## src/rtl/dm_port_arbiter.sv

```systemverilog
// dm_port_arbiter
//   Shares one synchronous-read data memory between the CPU load/store port
//   and an external loader/debug port. Each granted transaction runs
//   IDLE -> ACC -> DONE: the access strobe is issued in ACC and the owner's
//   done pulse (plus load-data capture) happens in DONE.
//
//   Optional feature: define DM_ARB_ROUND_ROBIN_EN to alternate grants on
//   simultaneous requests. Without it the CPU always wins a tie.
//
// Ports
//   clk, rstn                       clock, asynchronous active-low reset
//   cpu_req/we/addr/wdata           CPU request (held until cpu_done)
//   cpu_stall, cpu_done, cpu_rdata  CPU handshake and registered load data
//   ext_req/we/addr/wdata           external port request
//   ext_done, ext_rdata             external handshake and registered load data
//   dm_re, dm_we, dm_addr, dm_wdata memory strobes, address and write data
//   dm_rdata                        memory read data, one cycle after dm_re
module dm_port_arbiter #(
  parameter int AW = 8,
  parameter int DW = 16
) (
  input  logic          clk,
  input  logic          rstn,
  input  logic          cpu_req,
  input  logic          cpu_we,
  input  logic [AW-1:0] cpu_addr,
  input  logic [DW-1:0] cpu_wdata,
  output logic          cpu_stall,
  output logic          cpu_done,
  output logic [DW-1:0] cpu_rdata,
  input  logic          ext_req,
  input  logic          ext_we,
  input  logic [AW-1:0] ext_addr,
  input  logic [DW-1:0] ext_wdata,
  output logic          ext_done,
  output logic [DW-1:0] ext_rdata,
  output logic          dm_re,
  output logic          dm_we,
  output logic [AW-1:0] dm_addr,
  output logic [DW-1:0] dm_wdata,
  input  logic [DW-1:0] dm_rdata
);

  localparam logic [1:0] ST_IDLE = 2'd0;
  localparam logic [1:0] ST_ACC  = 2'd1;
  localparam logic [1:0] ST_DONE = 2'd2;

  localparam logic OWN_CPU = 1'b0;
  localparam logic OWN_EXT = 1'b1;

  logic [1:0]    state_r, state_nxt_s;
  logic          owner_r, owner_nxt_s;
  logic          last_grant_r, last_grant_nxt_s;
  logic          we_r, we_nxt_s;
  logic [AW-1:0] addr_r, addr_nxt_s;
  logic [DW-1:0] wdata_r, wdata_nxt_s;
  logic          dm_re_r, dm_re_nxt_s;
  logic          dm_we_r, dm_we_nxt_s;
  logic          cpu_done_r, cpu_done_nxt_s;
  logic          ext_done_r, ext_done_nxt_s;
  logic [DW-1:0] cpu_rdata_r, cpu_rdata_nxt_s;
  logic [DW-1:0] ext_rdata_r, ext_rdata_nxt_s;

  logic          grant_s;
  logic          grant_owner_s;
  logic          prefer_ext_s;
  logic          sel_we_s;
  logic [AW-1:0] sel_addr_s;
  logic [DW-1:0] sel_wdata_s;

  // Tie-break preference when both ports request in the same cycle.
  always_comb begin
`ifdef DM_ARB_ROUND_ROBIN_EN
    prefer_ext_s = (last_grant_r == OWN_CPU);
`else
    // Fixed CPU priority: last_grant is tracked but never steers the grant.
    prefer_ext_s = last_grant_r & 1'b0;
`endif
  end

  // Pick the winning requester and select its request fields.
  always_comb begin
    grant_s       = 1'b0;
    grant_owner_s = OWN_CPU;
    if (cpu_req && ext_req) begin
      grant_s       = 1'b1;
      grant_owner_s = prefer_ext_s ? OWN_EXT : OWN_CPU;
    end else if (ext_req) begin
      grant_s       = 1'b1;
      grant_owner_s = OWN_EXT;
    end else if (cpu_req) begin
      grant_s       = 1'b1;
      grant_owner_s = OWN_CPU;
    end else begin
      grant_s       = 1'b0;
      grant_owner_s = OWN_CPU;
    end

    if (grant_owner_s == OWN_EXT) begin
      sel_we_s    = ext_we;
      sel_addr_s  = ext_addr;
      sel_wdata_s = ext_wdata;
    end else begin
      sel_we_s    = cpu_we;
      sel_addr_s  = cpu_addr;
      sel_wdata_s = cpu_wdata;
    end
  end

  // FSM state register.
  always_ff @(posedge clk or negedge rstn) begin
    if (!rstn) begin
      state_r <= ST_IDLE;
    end else begin
      state_r <= state_nxt_s;
    end
  end

  // FSM next-state logic.
  always_comb begin
    state_nxt_s = ST_IDLE;
    case (state_r)
      ST_IDLE: begin
        if (grant_s) begin
          state_nxt_s = ST_ACC;
        end else begin
          state_nxt_s = ST_IDLE;
        end
      end
      ST_ACC:  state_nxt_s = ST_DONE;
      ST_DONE: state_nxt_s = ST_IDLE;
      default: state_nxt_s = ST_IDLE;
    endcase
  end

  // FSM output logic: next values for every registered output and latch.
  // Strobes and done pulses are computed one state early so that the
  // registered versions line up with ACC and DONE respectively.
  always_comb begin
    owner_nxt_s      = owner_r;
    last_grant_nxt_s = last_grant_r;
    we_nxt_s         = we_r;
    addr_nxt_s       = addr_r;
    wdata_nxt_s      = wdata_r;
    dm_re_nxt_s      = 1'b0;
    dm_we_nxt_s      = 1'b0;
    cpu_done_nxt_s   = 1'b0;
    ext_done_nxt_s   = 1'b0;
    cpu_rdata_nxt_s  = cpu_rdata_r;
    ext_rdata_nxt_s  = ext_rdata_r;
    case (state_r)
      ST_IDLE: begin
        if (grant_s) begin
          owner_nxt_s = grant_owner_s;
          we_nxt_s    = sel_we_s;
          addr_nxt_s  = sel_addr_s;
          wdata_nxt_s = sel_wdata_s;
          dm_we_nxt_s = sel_we_s;
          dm_re_nxt_s = ~sel_we_s;
        end else begin
          owner_nxt_s = owner_r;
        end
      end
      ST_ACC: begin
        cpu_done_nxt_s = (owner_r == OWN_CPU);
        ext_done_nxt_s = (owner_r == OWN_EXT);
      end
      ST_DONE: begin
        last_grant_nxt_s = owner_r;
        // Read data is valid during DONE because the strobe was in ACC.
        if (!we_r) begin
          if (owner_r == OWN_EXT) begin
            ext_rdata_nxt_s = dm_rdata;
          end else begin
            cpu_rdata_nxt_s = dm_rdata;
          end
        end else begin
          cpu_rdata_nxt_s = cpu_rdata_r;
        end
      end
      default: begin
        owner_nxt_s = owner_r;
      end
    endcase
  end

  // Datapath and output registers.
  always_ff @(posedge clk or negedge rstn) begin
    if (!rstn) begin
      owner_r      <= OWN_CPU;
      last_grant_r <= OWN_EXT;
      we_r         <= 1'b0;
      addr_r       <= '0;
      wdata_r      <= '0;
      dm_re_r      <= 1'b0;
      dm_we_r      <= 1'b0;
      cpu_done_r   <= 1'b0;
      ext_done_r   <= 1'b0;
      cpu_rdata_r  <= '0;
      ext_rdata_r  <= '0;
    end else begin
      owner_r      <= owner_nxt_s;
      last_grant_r <= last_grant_nxt_s;
      we_r         <= we_nxt_s;
      addr_r       <= addr_nxt_s;
      wdata_r      <= wdata_nxt_s;
      dm_re_r      <= dm_re_nxt_s;
      dm_we_r      <= dm_we_nxt_s;
      cpu_done_r   <= cpu_done_nxt_s;
      ext_done_r   <= ext_done_nxt_s;
      cpu_rdata_r  <= cpu_rdata_nxt_s;
      ext_rdata_r  <= ext_rdata_nxt_s;
    end
  end

  // Stall follows the live request so the CPU sees it in the request cycle;
  // it is forced low in reset and drops in the CPU's DONE cycle.
  assign cpu_stall = rstn & cpu_req & ~((state_r == ST_DONE) & (owner_r == OWN_CPU));

  assign cpu_done  = cpu_done_r;
  assign cpu_rdata = cpu_rdata_r;
  assign ext_done  = ext_done_r;
  assign ext_rdata = ext_rdata_r;
  assign dm_re     = dm_re_r;
  assign dm_we     = dm_we_r;
  assign dm_addr   = addr_r;
  assign dm_wdata  = wdata_r;

endmodule

```

## config.mk

```make
export PLATFORM = sky130hd
export DESIGN_NAME = dm_port_arbiter
export DESIGN_NICKNAME = d
export VERILOG_FILES = /design/src/rtl/dm_port_arbiter.sv
export SDC_FILE = /design/constraint.sdc
export NUM_CORES = 1
export LEC_CHECK = 0
export ABC_AREA = 1
export CORE_UTILIZATION = 42
export CTS_CLUSTER_DIAMETER = 200
export DETAILED_ROUTE_END_ITERATION = 6
export DONT_BUFFER_PORTS = 1
export GPL_TIMING_DRIVEN = 0
export SLEW_MARGIN = 20
export SYNTH_ARGS = -nofsm -noshare
export SYNTH_HDL_FRONTEND = slang
export SYNTH_SLANG_ARGS = --single-unit
```

## constraint.sdc

```tcl
create_clock -name clk -period 1.62 [get_ports clk]
set_input_delay 0.081 -clock clk [delete_from_list [all_inputs] [get_ports clk]]
set_output_delay 0.081 -clock clk [all_outputs]
set_load 0.02 [all_outputs]
```

# Yosys cells after proc, flatten, opt, wreduce, memory -nomap -nowiden
# Index checks and enable logic that the tools add are counted.
[totals]
ff_bits = 64
latch_bits = 0
ram_bits = 0
romBits = 0
in_bits = 70
output_inout_bits = 61
word_cells = 41
n_memories = 0
[classes]
addsub = 0
n_mul = 0
div = 0
magnitude_cmp = 0
eq_ne = 2
shift = 0
mux = 16
n_bitwise = 7
reduce_logical = 5
[ops]
columns = ["op", "n"]
rows = [
  ["2-to-1 mux 16 bit", 1],
  ["2-to-1 mux 1 bit", 13],
  ["2-to-1 mux 8 bit", 1],
  ["AND reduction 3 bit", 2],
  ["NOT 1 bit", 4],
  ["case mux 2 bit (2 select lines)", 1],
  ["bitwise AND 1 bit", 3],
  ["== test 2 x 1 -> 1 bit (second input constant)", 1],
  ["== test 2 bit (second input constant)", 1],
  ["zero test 2 bit", 1],
  ["AND reduction 2 bit", 1],
  ["logical AND 1 bit", 1],
]

# Logic depth before layout (Yosys ltp)
[logic_depth]
word_depth = 6
depth_mapped = 7

# Worst setup path before layout
# OpenSTA, ideal clock, no wires.
[synth_path]
path_kind = "flip-flop to flip-flop"
startpoint = "register state_r[1]"
endpoint = "register wdata_r[5] (netlist: dm_wdata[5])"
setup_time_ns = 0.065
t_arrival_ns = 1.058
slack_ns = 0.497
stages_incl_launch_ff = 7
path_cell_list = "dfrtp_1 > nor2_2 > inv_2 > nor2_4 > buf_6 > nand2_1 > nand2_1"
[synth_between]
elab_chain_cells = 2
[synth_rtl]
columns = ["element", "line_no", "source"]
rows = [
  ["start, declared", "51", "logic [1:0] state_r, state_nxt_s;"],
  ["start signal, assigned", "115", "state_r <= state_nxt_s;"],
  ["zero test 2 bit", "151", "case (state_r)"],
  ["AND reduction 2 bit (no line)", "--", ""],
  ["end signal, assigned", "206", "wdata_r <= wdata_nxt_s;"],
  ["end, declared", "56", "logic [DW-1:0] wdata_r, wdata_nxt_s;"],
]
# No other way between the ends.
# A chain may end at the register's enable or synchronous reset.

# Final worst setup path
[layout_path]
startpoint = "register state_r[1]"
endpoint = "output cpu_stall"
[layout_between]
elab_chain_cells = 4
[layout_rtl]
columns = ["element", "line_no", "source"]
rows = [
  ["== test 2 bit", "--", ""],
  ["bitwise AND 1 bit", "218", "assign cpu_stall = rstn & cpu_req & ~((state_r == ST_DONE) & (owner_r == OWN_CPU));"],
  ["NOT 1 bit", "218", ""],
  ["bitwise AND 1 bit", "218", ""],
  ["end, declared", "28", "output logic cpu_stall,"],
]
# No other way between the ends.

==> impl_summary.txt <==
----------------------------------------------------
[Status]
  Run status ... complete, but fails checks
  Violated checks ... design-rule violations

[Setup path]
  Data arrival, critical path ... between 1 and 1.5 ns
  Depth of the worst register-to-register path ... 4
  Cell at the slowest stage of the critical path ... sky130_fd_sc_hd__dfrtp_1
  Capture point of the worst reg-to-reg path ... cpu_rdata[5]$_DFFE_PN0P_
  Flop2flop setup slack ... 0.31 ns
  Launching point of the worst reg2reg path ... we_r$_DFFE_PN0P_
  Worst Setup End Kind ... primary output
  Count of buffer and inverter cells on the critical path ... 2
  Maximum fanout count along the critical path ... 8
  Startpoint-to-endpoint class of the critical path ... flip-flop to primary output
  Max incr delay on CP ... about 0.43 ns
  Cell-by-cell trace of the critical path ... inv_2, nor2_4, nand2_1, nand3_1, inv_1
  Worst path required time ... 1.54 ns
  Sort of element at the start of the critical path ... flip-flop
  Top delay family on crit path ... flip-flops

[Placement]
  Estimated wirelength of the detail-placed design ... 4.74 mm
  Routability Congestion ... 0.769
  Total placed instance area ... 2990 sq um
  Count of input and output buffers ... 0
  Post-Place Worst Slack ... 0.317 ns

[Synthesis]
  Flip-flop and latch count after synthesis ... 64
  Gate Count Post-Synth ... 353
  Share of Yosys cell area claimed by the top area cell type ... 0.554
  Main combinational cell family by area after synthesis ... simple AND/OR/NAND/NOR gates
  Synth Area in Compound Gates ... 0.00736
  Post-Synth Simple-Gate Area ... 0.384
  Synthesized area divided by synthesized cell count ... 8.19 sq um
  Post-Syn Nets ... 423
  Dominant cells by area after synthesis ... sky130_fd_sc_hd__dfrtp_1 55%, sky130_fd_sc_hd__nand2_1 25%, sky130_fd_sc_hd__nand3_1 10%
  Largest area contributor in the synthesized netlist ... sky130_fd_sc_hd__dfrtp_1
  Post-synthesis xor/xnor area fraction ... 0
  Warnings from Yosys ... 0
  Sequential share of the synthesized area ... 0.554
  Multiplexer fraction of the synthesized cell area ... 0
  Number of distinct library cell variants in the gate-level netlist after synthesis ... 15
  Adder and majority cell fraction of the synthesized area ... 0
  Post-synthesis instance area ... ~2900 sq um

[Pwr]
  Clock power frac ... 0.190
  Total power divided by cell area ... between 1500 and 2000 nW/um^2
  Share of power burned in registers ... 0.537
  IR Drop Worst-Case VDD ... 0.721 mV
  Switching power summed over all nets ... 3260 uW
  Design internal power ... 3860 uW
  Leakage power figure ... ~0.0021 uW
  Combinational power share ... 0.273
  Net Sw Frac ... 0.458
  Post-route total power ... 7120 uW

[Floorplan]
  Area enclosed by the die boundary ... 7220 sq um
  Top Ports ... 131
  Horiz. Die Dim ... 85.0 um
  Die Ht ... 85.0 um
  Number of standard-cell rows in the floorplan ... 29
  Effective utilization at floorplan ... 0.445
  Placeable Area ... 6490 sq um

[Global routing]
  Met1 track utilization from global routing ... 0.252
  Layer with the highest usage ... met2
  Met2 demand-to-capacity share in global routing ... 0.393
  Number of antenna violations at the first check in global routing ... 0
  Global Route Usage Sum ... 0.225
  Total congestion overflow after global routing ... 0
  Met3 Use GR ... 0.0691
  Via count of the first global-routing pass ... around 2.7k
  Maximum number of pins on one net before global-route repair ... 65
  Global-route wire length before repair ... between 10 and 15 mm

[Clock tree]
  Number of buffers created by CTS ... 9
  Clock tree from TritonCTS ... yes
  Clk pin slew, worst setup/hold paths ... 0.07 ns
  Total number of clock tree sinks ... between 60 and 70
  Clock latency on the worst-skew pair ... 0.34 ns
  Post-cts sizing count ... 0
  Clock Root Buffer ... sky130_fd_sc_hd__clkbuf_8
  H-tree levels ... 3
  Post-CTS repair timing setup buffer count ... 0
  Maximum count of clock buffers along a single path ... 2

[Detailed routing]
  Remaining design rule violation count ... 7
  Number of DRC markers after the initial detailed-route iteration ... 72
  Via-to-Cell Ratio ... 4.99
  ANT nets after route ... 0
  Via count ... 2564
  Number of search-and-repair iterations in the first detailed-routing pass ... 7
  Final routed wire length divided by cell count ... between 10 and 15 um
  Post-detailed-routing wire length ... 7.53 mm

[Timing]
  WHS ... 0.0147 ns
  Shortest period the worst path allows ... 1.42 ns
  Final max-slew violation count ... 0
  Slew at the pin closest to its max-slew limit ... 0.384 ns
  Post-route clock skew ... ~0.005 ns
  Final Hold Fails ... 0
  Worst relative slew slack ... 0.744
  Min setup slack post-route ... approximately 0.20 ns
  Number of failing setup endpoints in the final timing report ... 0
  RSZ-0062 raised after global routing ... false
  Post-route clock period utilization ... 0.879
  Post-Route Setup TNS ... 0 ns
  Maximum clock frequency ... about 700 MHz

[Layout]
  Final net count ... around 500
  Total of fill cells in the finished design ... 578
  Top library cells by usage in the layout, fill and taps aside ... 190 x sky130_fd_sc_hd__nand2_1, 68 x sky130_fd_sc_hd__dlygate4sd3_1, 64 x sky130_fd_sc_hd__dfrtp_1
  Most common library cell in the layout ignoring fill and taps ... sky130_fd_sc_hd__nand2_1
  Design area ... 3890 sq um
  Diodes inserted ... 0
  Area Growth Syn to Fin ... 34.6%
  Fraction of layout instances using a drive strength above 1 ... 0.105

[Min path]
  Hold Crit Depth ... 4
  Worst min path class ... primary input to flip-flop
  Startpoint of the tightest hold check path ... ext_we
  Min-Delay Endpoint ... dm_we$_DFF_PN0_

[Job]
  Total of max-cap violations ... 0

----------------------------------------------------
==> cells in the mapped netlist <==
cell / instances
sky130_fd_sc_hd__inv_1: 4
sky130_fd_sc_hd__inv_2: 3
sky130_fd_sc_hd__a21oi_1: 1
sky130_fd_sc_hd__nor2_2: 2
sky130_fd_sc_hd__nor2_1: 4
sky130_fd_sc_hd__nand3_1: 58
sky130_fd_sc_hd__nand2_1: 190
sky130_fd_sc_hd__o21ai_4: 1
sky130_fd_sc_hd__buf_6: 4
sky130_fd_sc_hd__nor3_1: 2
sky130_fd_sc_hd__buf_4: 7
sky130_fd_sc_hd__buf_2: 7
sky130_fd_sc_hd__dfrtp_1: 64
sky130_fd_sc_hd__nor2_4: 3
sky130_fd_sc_hd__nand2_4: 3
==> layer usage <==
layer / share of wire / vias to the layer above
met4: 0.019 / 0
met1: 0.41 / 1174
li1: - / 1270
met5: 0 / -
met3: 0.089 / 11
met2: 0.48 / 109
==> power by group through the flow <==
stage	clock network (uW)	logic [uW]	registers, uW
2_1_floorplan	0	1410	3670
3_3_place_gp	0	1690	3840
3_5_place_dp	0	1760	3840
4_1_cts	1390	1950	3830
5_1_grt	1460	2270	3910
6_report	1360	1940	3820
==> worst max path at each step <==
stage | startpoint | to | depth (start not counted)
after floorplan | state_r[1]$_DFF_PN0_ | dm_wdata[5]$_DFFE_PN0P_ | 6
after global routing | state_r[1]$_DFF_PN0_ | cpu_stall | 5
after global placement | we_r$_DFFE_PN0P_ | cpu_rdata[2]$_DFFE_PN0P_ | 4
after CTS | state_r[1]$_DFF_PN0_ | cpu_stall | 5
after detailed placement | we_r$_DFFE_PN0P_ | cpu_rdata[7]$_DFFE_PN0P_ | 4
final | state_r[1]$_DFF_PN0_ | cpu_stall | 5
==> worst reg2reg max path: cells and delay by family, from the launching register on <==
kind / cells / cell delay [ns]
buffers and inverters: 1 / 0.30
DFF: 1 / 0.44
and+or+nand+nor: 3 / 0.52
==> sequential cells by signal, indices dropped and copies added, names as in the netlist, 2 cells and up <==
| name | count |
|---|---|
| cpu_rdata | 16 |
| dm_wdata | 16 |
| ext_rdata | 16 |
| dm_addr | 8 |
| state_r | 2 |
==> through the flow <==
step | util | std cells
3_5_place_dp | 0.460 | 430
3_3_place_gp | 0.460 | 430
4_1_cts | 0.599 | 514
2_1_floorplan | - | 353
6_report | 0.599 | 514
5_1_grt | 0.599 | 514
==> timing repair <==
item / in CTS / in global routing
hold buffers: 69 / 0
setup endpoints to repair: 0 / 0
hold endpoints to repair: 122 / 0
==> cell type report <==
type                       instances  area [sq um]  area share
clock buffer                      10           138      0.0354
buffer                            18           133      0.0341
timing repair buffer              69           708       0.182
sequential                        64          1600       0.412
clock inverter                     5          57.6      0.0148
inverter                           7          26.3     0.00675
multi-input combinational        264          1130       0.290
tap                               77          96.3      0.0248
==> logic make-up (layout without fill, tap and decap cells) <==
kind of cell           Yosys count  after routing
AO/OA/AOI/OAI                    2              2
flip-flops                      64             64
buffers and inverters           25            109
AND/OR/NAND/NOR                262            262
Power figures use the tool's default switching activity.
